[config.mk]
export PLATFORM = sky130hd
export DESIGN_NAME = intra4x4_pred_mode_ctx_flat
export DESIGN_NICKNAME = d
export VERILOG_FILES = /design/src/rtl/intra4x4_pred_mode_ctx_if.sv /design/src/rtl/intra4x4_pred_mode_ctx.sv /design/src/flat_wrapper.sv
export SDC_FILE = /design/constraint.sdc
export NUM_CORES = 2
export LEC_CHECK = 0
export CORE_MARGIN = 2
export CORE_UTILIZATION = 50
export CTS_BUF_LIST = sky130_fd_sc_hd__clkbuf_4
export DETAILED_ROUTE_END_ITERATION = 12
export PLACE_DENSITY = 0.68
export SLEW_MARGIN = 5
export SYNTH_ARGS = -nofsm -noshare
export SYNTH_HDL_FRONTEND = slang
export SYNTH_SLANG_ARGS = --single-unit
[constraint.sdc]
create_clock -name clk -period 3 [get_ports clk]
set_clock_uncertainty 0.1 [all_clocks]
set_input_delay 0.3 -clock clk [delete_from_list [all_inputs] [get_ports clk]]
set_output_delay 0.3 -clock clk [all_outputs]
set_load 0.01 [all_outputs]
[src/rtl/intra4x4_pred_mode_ctx_if.sv]
// Handshake and context bus between the mode decoder side and the
// Intra4x4 prediction-mode neighbour-context store.
interface intra4x4_pred_mode_ctx_if #(
  parameter int MB_X_BITS = 7
) ();
  logic                 slice_start;
  logic                 mb_start;
  logic [MB_X_BITS-1:0] mb_x_in;
  logic                 mb_is_i4x4;
  logic                 mode_valid;
  logic [3:0]           blk_idx_in;
  logic [3:0]           mode_in;
  logic                 mb_done;
  logic [15:0]          intra4x4_pred_mode_up_mb_out;
  logic [15:0]          intra4x4_pred_mode_left_mb_out;
  logic [63:0]          intra4x4_pred_mode_curr_mb_out;
  logic                 ctx_valid;
  logic                 idle;

  modport master (
    output slice_start, mb_start, mb_x_in, mb_is_i4x4,
           mode_valid, blk_idx_in, mode_in, mb_done,
    input  intra4x4_pred_mode_up_mb_out, intra4x4_pred_mode_left_mb_out,
           intra4x4_pred_mode_curr_mb_out, ctx_valid, idle
  );

  modport slave (
    input  slice_start, mb_start, mb_x_in, mb_is_i4x4,
           mode_valid, blk_idx_in, mode_in, mb_done,
    output intra4x4_pred_mode_up_mb_out, intra4x4_pred_mode_left_mb_out,
           intra4x4_pred_mode_curr_mb_out, ctx_valid, idle
  );
endinterface

[src/rtl/intra4x4_pred_mode_ctx.sv]
// Neighbour-context store for Intra4x4 prediction-mode decoding.
// Holds current-MB modes, the left MB's right column and a line buffer of
// bottom-row modes per MB column; commits neighbour context at MB end.
// Optional protocol checker with sticky err output: INTRA4X4_MODE_CTX_ERR_EN.
//
// state  | meaning
// IDLE   | waiting for mb_start; line-buffer read issued on accept
// LOAD   | read data registered into up_mb
// ACTIVE | context valid; decoded modes captured into curr_mb
// COMMIT | line buffer and left register updated from curr_mb
module intra4x4_pred_mode_ctx #(
  parameter int LINE_DEPTH = 120,
  parameter int MB_X_BITS  = 7
) (
  input  logic                   clk,
  input  logic                   reset_n,
  intra4x4_pred_mode_ctx_if.slave ctx
`ifdef INTRA4X4_MODE_CTX_ERR_EN
  ,
  output logic                   err
`endif
);

  typedef enum logic [1:0] {
    S_IDLE   = 2'd0,
    S_LOAD   = 2'd1,
    S_ACTIVE = 2'd2,
    S_COMMIT = 2'd3
  } state_t;

  state_t               state_q;
  state_t               state_d;
  logic [MB_X_BITS-1:0] mb_x_q;
  logic                 is_i4_q;
  logic [15:0]          rd_data;
  logic [15:0]          up_q;
  logic [15:0]          left_q;
  logic [63:0]          curr_q;
  logic [15:0]          line_mem [LINE_DEPTH];

  logic                 mb_accept;
  logic                 slice_accept;
  logic                 mode_wr;
  logic [5:0]           wr_lsb;
  logic [15:0]          line_wdata;
  logic [15:0]          left_wdata;

  assign mb_accept    = (state_q == S_IDLE) && ctx.mb_start;
  assign slice_accept = (state_q == S_IDLE) && ctx.slice_start;
  assign mode_wr      = (state_q == S_ACTIVE) && ctx.mode_valid && is_i4_q;
  assign wr_lsb       = {ctx.blk_idx_in, 2'b00};

  // bottom row of the MB feeds the next row; right column feeds the next MB
  assign line_wdata = {curr_q[63:60], curr_q[59:56], curr_q[47:44], curr_q[43:40]};
  assign left_wdata = {curr_q[63:60], curr_q[55:52], curr_q[31:28], curr_q[23:20]};

  // state register
  always_ff @(posedge clk or negedge reset_n) begin
    if (!reset_n) state_q <= S_IDLE;
    else          state_q <= state_d;
  end

  // next-state logic
  always_comb begin
    state_d = state_q;
    case (state_q)
      S_IDLE:   if (ctx.mb_start) state_d = S_LOAD;
      S_LOAD:   state_d = S_ACTIVE;
      S_ACTIVE: if (ctx.mb_done) state_d = S_COMMIT;
      S_COMMIT: state_d = S_IDLE;
      default:  state_d = S_IDLE;
    endcase
  end

  // single-port line buffer: read on accepted mb_start, write in COMMIT; not reset
  always_ff @(posedge clk) begin
    if (mb_accept) rd_data <= line_mem[ctx.mb_x_in];
    if (state_q == S_COMMIT) line_mem[mb_x_q] <= line_wdata;
  end

  // per-MB attributes latched at start
  always_ff @(posedge clk or negedge reset_n) begin
    if (!reset_n) begin
      mb_x_q  <= '0;
      is_i4_q <= 1'b0;
    end else if (mb_accept) begin
      mb_x_q  <= ctx.mb_x_in;
      is_i4_q <= ctx.mb_is_i4x4;
    end
  end

  // above-MB context, loaded from the line-buffer read
  always_ff @(posedge clk or negedge reset_n) begin
    if (!reset_n)                 up_q <= '0;
    else if (state_q == S_LOAD)   up_q <= rd_data;
  end

  // left-MB context: DC default at slice start, right column at commit
  always_ff @(posedge clk or negedge reset_n) begin
    if (!reset_n)                   left_q <= 16'h2222;
    else if (slice_accept)          left_q <= 16'h2222;
    else if (state_q == S_COMMIT)   left_q <= left_wdata;
  end

  // current-MB modes: cleared (I4x4) or DC-filled at start, captured per block
  always_ff @(posedge clk or negedge reset_n) begin
    if (!reset_n)       curr_q <= '0;
    else if (mb_accept) curr_q <= ctx.mb_is_i4x4 ? 64'h0 : 64'h2222_2222_2222_2222;
    else if (mode_wr)   curr_q[wr_lsb +: 4] <= ctx.mode_in;
  end

  assign ctx.intra4x4_pred_mode_up_mb_out   = up_q;
  assign ctx.intra4x4_pred_mode_left_mb_out = left_q;
  assign ctx.intra4x4_pred_mode_curr_mb_out = curr_q;
  assign ctx.ctx_valid = (state_q == S_ACTIVE);
  assign ctx.idle      = (state_q == S_IDLE);

`ifdef INTRA4X4_MODE_CTX_ERR_EN
  logic [15:0] wr_mask;
  logic        viol;

  // a block already written this MB is a duplicate write
  assign viol = (ctx.mode_valid && (state_q != S_ACTIVE))
             || (ctx.mode_valid && (ctx.mode_in > 4'd8))
             || (ctx.mb_start && (state_q != S_IDLE))
             || (ctx.mb_done && (state_q != S_ACTIVE))
             || (ctx.mode_valid && (state_q == S_ACTIVE) && wr_mask[ctx.blk_idx_in]);

  // written-block mask, cleared at each accepted MB start
  always_ff @(posedge clk or negedge reset_n) begin
    if (!reset_n)
      wr_mask <= '0;
    else if (mb_accept)
      wr_mask <= '0;
    else if ((state_q == S_ACTIVE) && ctx.mode_valid)
      wr_mask[ctx.blk_idx_in] <= 1'b1;
  end

  // sticky error flag, cleared only by reset
  always_ff @(posedge clk or negedge reset_n) begin
    if (!reset_n)  err <= 1'b0;
    else if (viol) err <= 1'b1;
  end
`endif

endmodule

[src/flat_wrapper.sv]
// flat-port wrapper written by rule: the top's interface ports become plain ports
module intra4x4_pred_mode_ctx_flat 
#(
  parameter int LINE_DEPTH = 120,
  parameter int MB_X_BITS  = 7
)
  (clk, reset_n, ctx_slice_start, ctx_mb_start, ctx_mb_x_in, ctx_mb_is_i4x4, ctx_mode_valid, ctx_blk_idx_in, ctx_mode_in, ctx_mb_done, ctx_intra4x4_pred_mode_up_mb_out, ctx_intra4x4_pred_mode_left_mb_out, ctx_intra4x4_pred_mode_curr_mb_out, ctx_ctx_valid, ctx_idle);
  intra4x4_pred_mode_ctx_if #(.MB_X_BITS(MB_X_BITS)) ctx_i ();
  input  logic clk;
  input  logic reset_n;
  input wire logic [$bits(ctx_i.slice_start)-1:0] ctx_slice_start;
  input wire logic [$bits(ctx_i.mb_start)-1:0] ctx_mb_start;
  input wire logic [$bits(ctx_i.mb_x_in)-1:0] ctx_mb_x_in;
  input wire logic [$bits(ctx_i.mb_is_i4x4)-1:0] ctx_mb_is_i4x4;
  input wire logic [$bits(ctx_i.mode_valid)-1:0] ctx_mode_valid;
  input wire logic [$bits(ctx_i.blk_idx_in)-1:0] ctx_blk_idx_in;
  input wire logic [$bits(ctx_i.mode_in)-1:0] ctx_mode_in;
  input wire logic [$bits(ctx_i.mb_done)-1:0] ctx_mb_done;
  output wire logic [$bits(ctx_i.intra4x4_pred_mode_up_mb_out)-1:0] ctx_intra4x4_pred_mode_up_mb_out;
  output wire logic [$bits(ctx_i.intra4x4_pred_mode_left_mb_out)-1:0] ctx_intra4x4_pred_mode_left_mb_out;
  output wire logic [$bits(ctx_i.intra4x4_pred_mode_curr_mb_out)-1:0] ctx_intra4x4_pred_mode_curr_mb_out;
  output wire logic [$bits(ctx_i.ctx_valid)-1:0] ctx_ctx_valid;
  output wire logic [$bits(ctx_i.idle)-1:0] ctx_idle;
  assign ctx_i.slice_start = ctx_slice_start;
  assign ctx_i.mb_start = ctx_mb_start;
  assign ctx_i.mb_x_in = ctx_mb_x_in;
  assign ctx_i.mb_is_i4x4 = ctx_mb_is_i4x4;
  assign ctx_i.mode_valid = ctx_mode_valid;
  assign ctx_i.blk_idx_in = ctx_blk_idx_in;
  assign ctx_i.mode_in = ctx_mode_in;
  assign ctx_i.mb_done = ctx_mb_done;
  assign ctx_intra4x4_pred_mode_up_mb_out = ctx_i.intra4x4_pred_mode_up_mb_out;
  assign ctx_intra4x4_pred_mode_left_mb_out = ctx_i.intra4x4_pred_mode_left_mb_out;
  assign ctx_intra4x4_pred_mode_curr_mb_out = ctx_i.intra4x4_pred_mode_curr_mb_out;
  assign ctx_ctx_valid = ctx_i.ctx_valid;
  assign ctx_idle = ctx_i.idle;
  intra4x4_pred_mode_ctx #(.LINE_DEPTH(LINE_DEPTH), .MB_X_BITS(MB_X_BITS)) u_core (.clk(clk), .reset_n(reset_n), .ctx(ctx_i));
endmodule
==> out/metrics.yaml <==
htreeDepth: 6
grt_pass1_wl_um: 307000
yosysSeqAreaShare: 0.764
hold_viol: 0
swShare: 0.248
fin_nets: 4801
cts_tree: "built"
clockPowerShare: 0.367
row_count: 146
yosysWarnings: 0
cp-end-kind: "output pin"
die_y_um: 403
dr_total_vias: 43782
switching_power_mw: 15.5
worst-path-max-fanout: 6
path_cells: "clkdlybuf4s50_1"
arrival_ps: 2460
synth_edf_count: 1936
period_needed_ps: 2860
dpl_worst_slack_ps: -96.5
grt_pass1_vias: 43997
worst-path-buf-inv: 1
total_power_mw: 62.5
first_pass_iters: 7
clkTransAtPathRegs_ps: 60
crit_family: "buffers and inverters"
drive_gt1_frac: 0.328
track_usage: 0.265
viasPerCell: 6.08
synthesis.area_sq_mm: 0.0796
setup_tns_ps: 0
slowest_stage: "clkdlybuf4s50_1"
maxCapViolations: 0
grt_setup_unrepaired: "no"
synth.largest_area_cell: "edfxtp_1"
slew_violations: 0
routed_wl_um: 215000
clk_path_buf_depth: 4
multi_input_area_sq_mm: 0.0174
ys_ff_latch: 2042
dp_hpwl_um: 132000
nFillCells: 11634
leakagePower_nw: 28.6
syn_nets: 3897
critPathRequiredTime_ps: 2600
p_int_mw: 47.0
crit_type: "reg -> out"
core_area_sq_mm: 0.158
cellPowerDensity_mw_per_mm2: 673
power_frac_seq: 0.534
period_share: 0.953
synth_ff_type: "edfxtp_1"
fmax_ghz: 0.350
hold_path.class: "in -> reg"
drc: 0
num_io_pins: 120
synth_cell_types: 73
max_slew_margin: 0.358
power_frac_comb: 0.100
drt_iter0_markers: 5645
area_growth_pct: 16.6
setup_viol: 0
wl_per_cell_um: 29.8
seq_area_sq_mm: 0.0609
synthTopCellsByArea: "edfxtp_1, mux4_2, dfrtp_1, mux2i_1, mux4_1"
max-vdd-ir-drop_v: 0.000526
grt_max_degree: 123
layout_setup_ws_ps: 141
place_area_sq_mm: 0.0859
async_flop_share: 0.0519
final_util: 0.587
max_stage_delay_ps: 580
critical_path.startpoint_type: "flop"
io_buffers: 119
final_antenna_net_count: 0
clk_latency_ps: 1320
ys_top_cells_by_count: "edfxtp_1, mux4_2, mux2i_1, nor2_1, nand2_1"
die-area_sq_mm: 0.162
gp_congestion: 0.930
clockRootBuffer: "clkbuf_4"
cts_buffers: 535
synth_top_area_share: 0.730
fin_area_sq_mm: 0.0928
die_width_um: 403
synthCells: 3868
clock-sinks: 2042
tightest_slew_ps: 957
overflow: 0
status: "finished, final reports clean"
avgSynthCellArea_sq_um: 20.6
start_util: 0.503
synth.most_common_cell: "edfxtp_1"
antenna_found_initial: 12
-- final timing paths --
path	start	end	slack (ps)	cells past startpoint
min in group asynchronous	reset_n	u_core.ctx.intra4x4_pred_mode_curr_mb_out[11]	480	5
min	ctx_mb_x_in[2]	u_core.rd_data[0]	290	5
max	u_core.ctx.intra4x4_pred_mode_curr_mb_out[58]	ctx_intra4x4_pred_mode_curr_mb_out[58]	140	1
min reg2reg	u_core.is_i4_q	u_core.is_i4_q	390	1
max reg2reg	u_core.state_q[0]	u_core.line_mem[73][9]	150	6
max in group asynchronous	reset_n	u_core.ctx.intra4x4_pred_mode_left_mb_out[13]	1580	6
-- state kept, by name, indices dropped and copies added, names as in the netlist --
signal and cells:
u_core.mb_x_q 7, u_core.is_i4_q 1, u_core.line_mem 1920, u_core.ctx.intra4x4_pred_mode_curr_mb_out 64, u_core.state_q 2, u_core.rd_data 16
u_core.ctx.intra4x4_pred_mode_left_mb_out 16, u_core.ctx.intra4x4_pred_mode_up_mb_out 16
-- repair_timing --
action / in CTS / in global routing
resized for setup: 8 / 0
setup endpoints to repair: 14 / 2
gates cloned: 0 / 0
setup buffers: 17 / 2
hold buffers: 38 / 0
hold endpoints to repair: 228 / 0
pin swaps: 0 / 1
-- power groups by stage --
stage | Sequential, mW | Combinational (mW) | Clock, mW
after floorplan | 34.3 | 2.42 | 0
final | 33.3 | 6.22 | 22.9
after global routing | 33.4 | 6.54 | 24.8
after detailed placement | 34.1 | 5.69 | 0
after global placement | 34.1 | 5.57 | 0
after CTS | 33.3 | 6.18 | 23.4
-- per-stage QoR --
stage	hold slack, ps	std cells
after floorplan	-95.6	3868
after global placement	171	6250
after detailed placement	182	6250
after CTS	140	7187
after global routing	222	7197
final	288	7199
-- metal layers --
metal	routed length [um]	track usage	vias to the layer above
li1	-	-	18173
met1	83200	0.367	22589
met2	101000	0.407	2600
met3	23600	0.0741	414
met4	6560	0.0953	6
met5	34	0	-
-- logic make-up after synthesis --
kind of cell | after synthesis | share of synthesized area
buf+inv | 219 | 0.0181
flops | 2042 | 0.764
fa+ha+maj | 7 | 0.00110
mux | 708 | 0.153
compound gates | 370 | 0.0341
simple gates | 521 | 0.0303
xor+xnor | 1 | 0.000110
-- cells in the final DEF (no fill, tap or decap), drive strengths merged, types with 23 or more instances in the layout --
cell type,n
edfxtp,1936
clkdlybuf4s50,104
mux2,74
nor2,190
mux4,385
nor2b,29
a21oi,63
mux2i,249
nand2,139
dfrtp,102
o22ai,40
a22o,31
clkbuf,751
inv,23
nand3,63
a22oi,95
buf,426
dlygate4sd3,37
clkinv,110
-- layout make-up --
class | instances | area share
Antenna cell | 10 | 0.000270
Multi-Input combinational cell | 1607 | 0.188
Clock buffer | 751 | 0.0607
Inverter | 11 | 0.000445
Tap cell | 2072 | 0.0279
Clock inverter | 131 | 0.00744
Sequential cell | 2042 | 0.655
Timing Repair Buffer | 575 | 0.0600
Note: power is estimated with default switching activity, not from simulation.
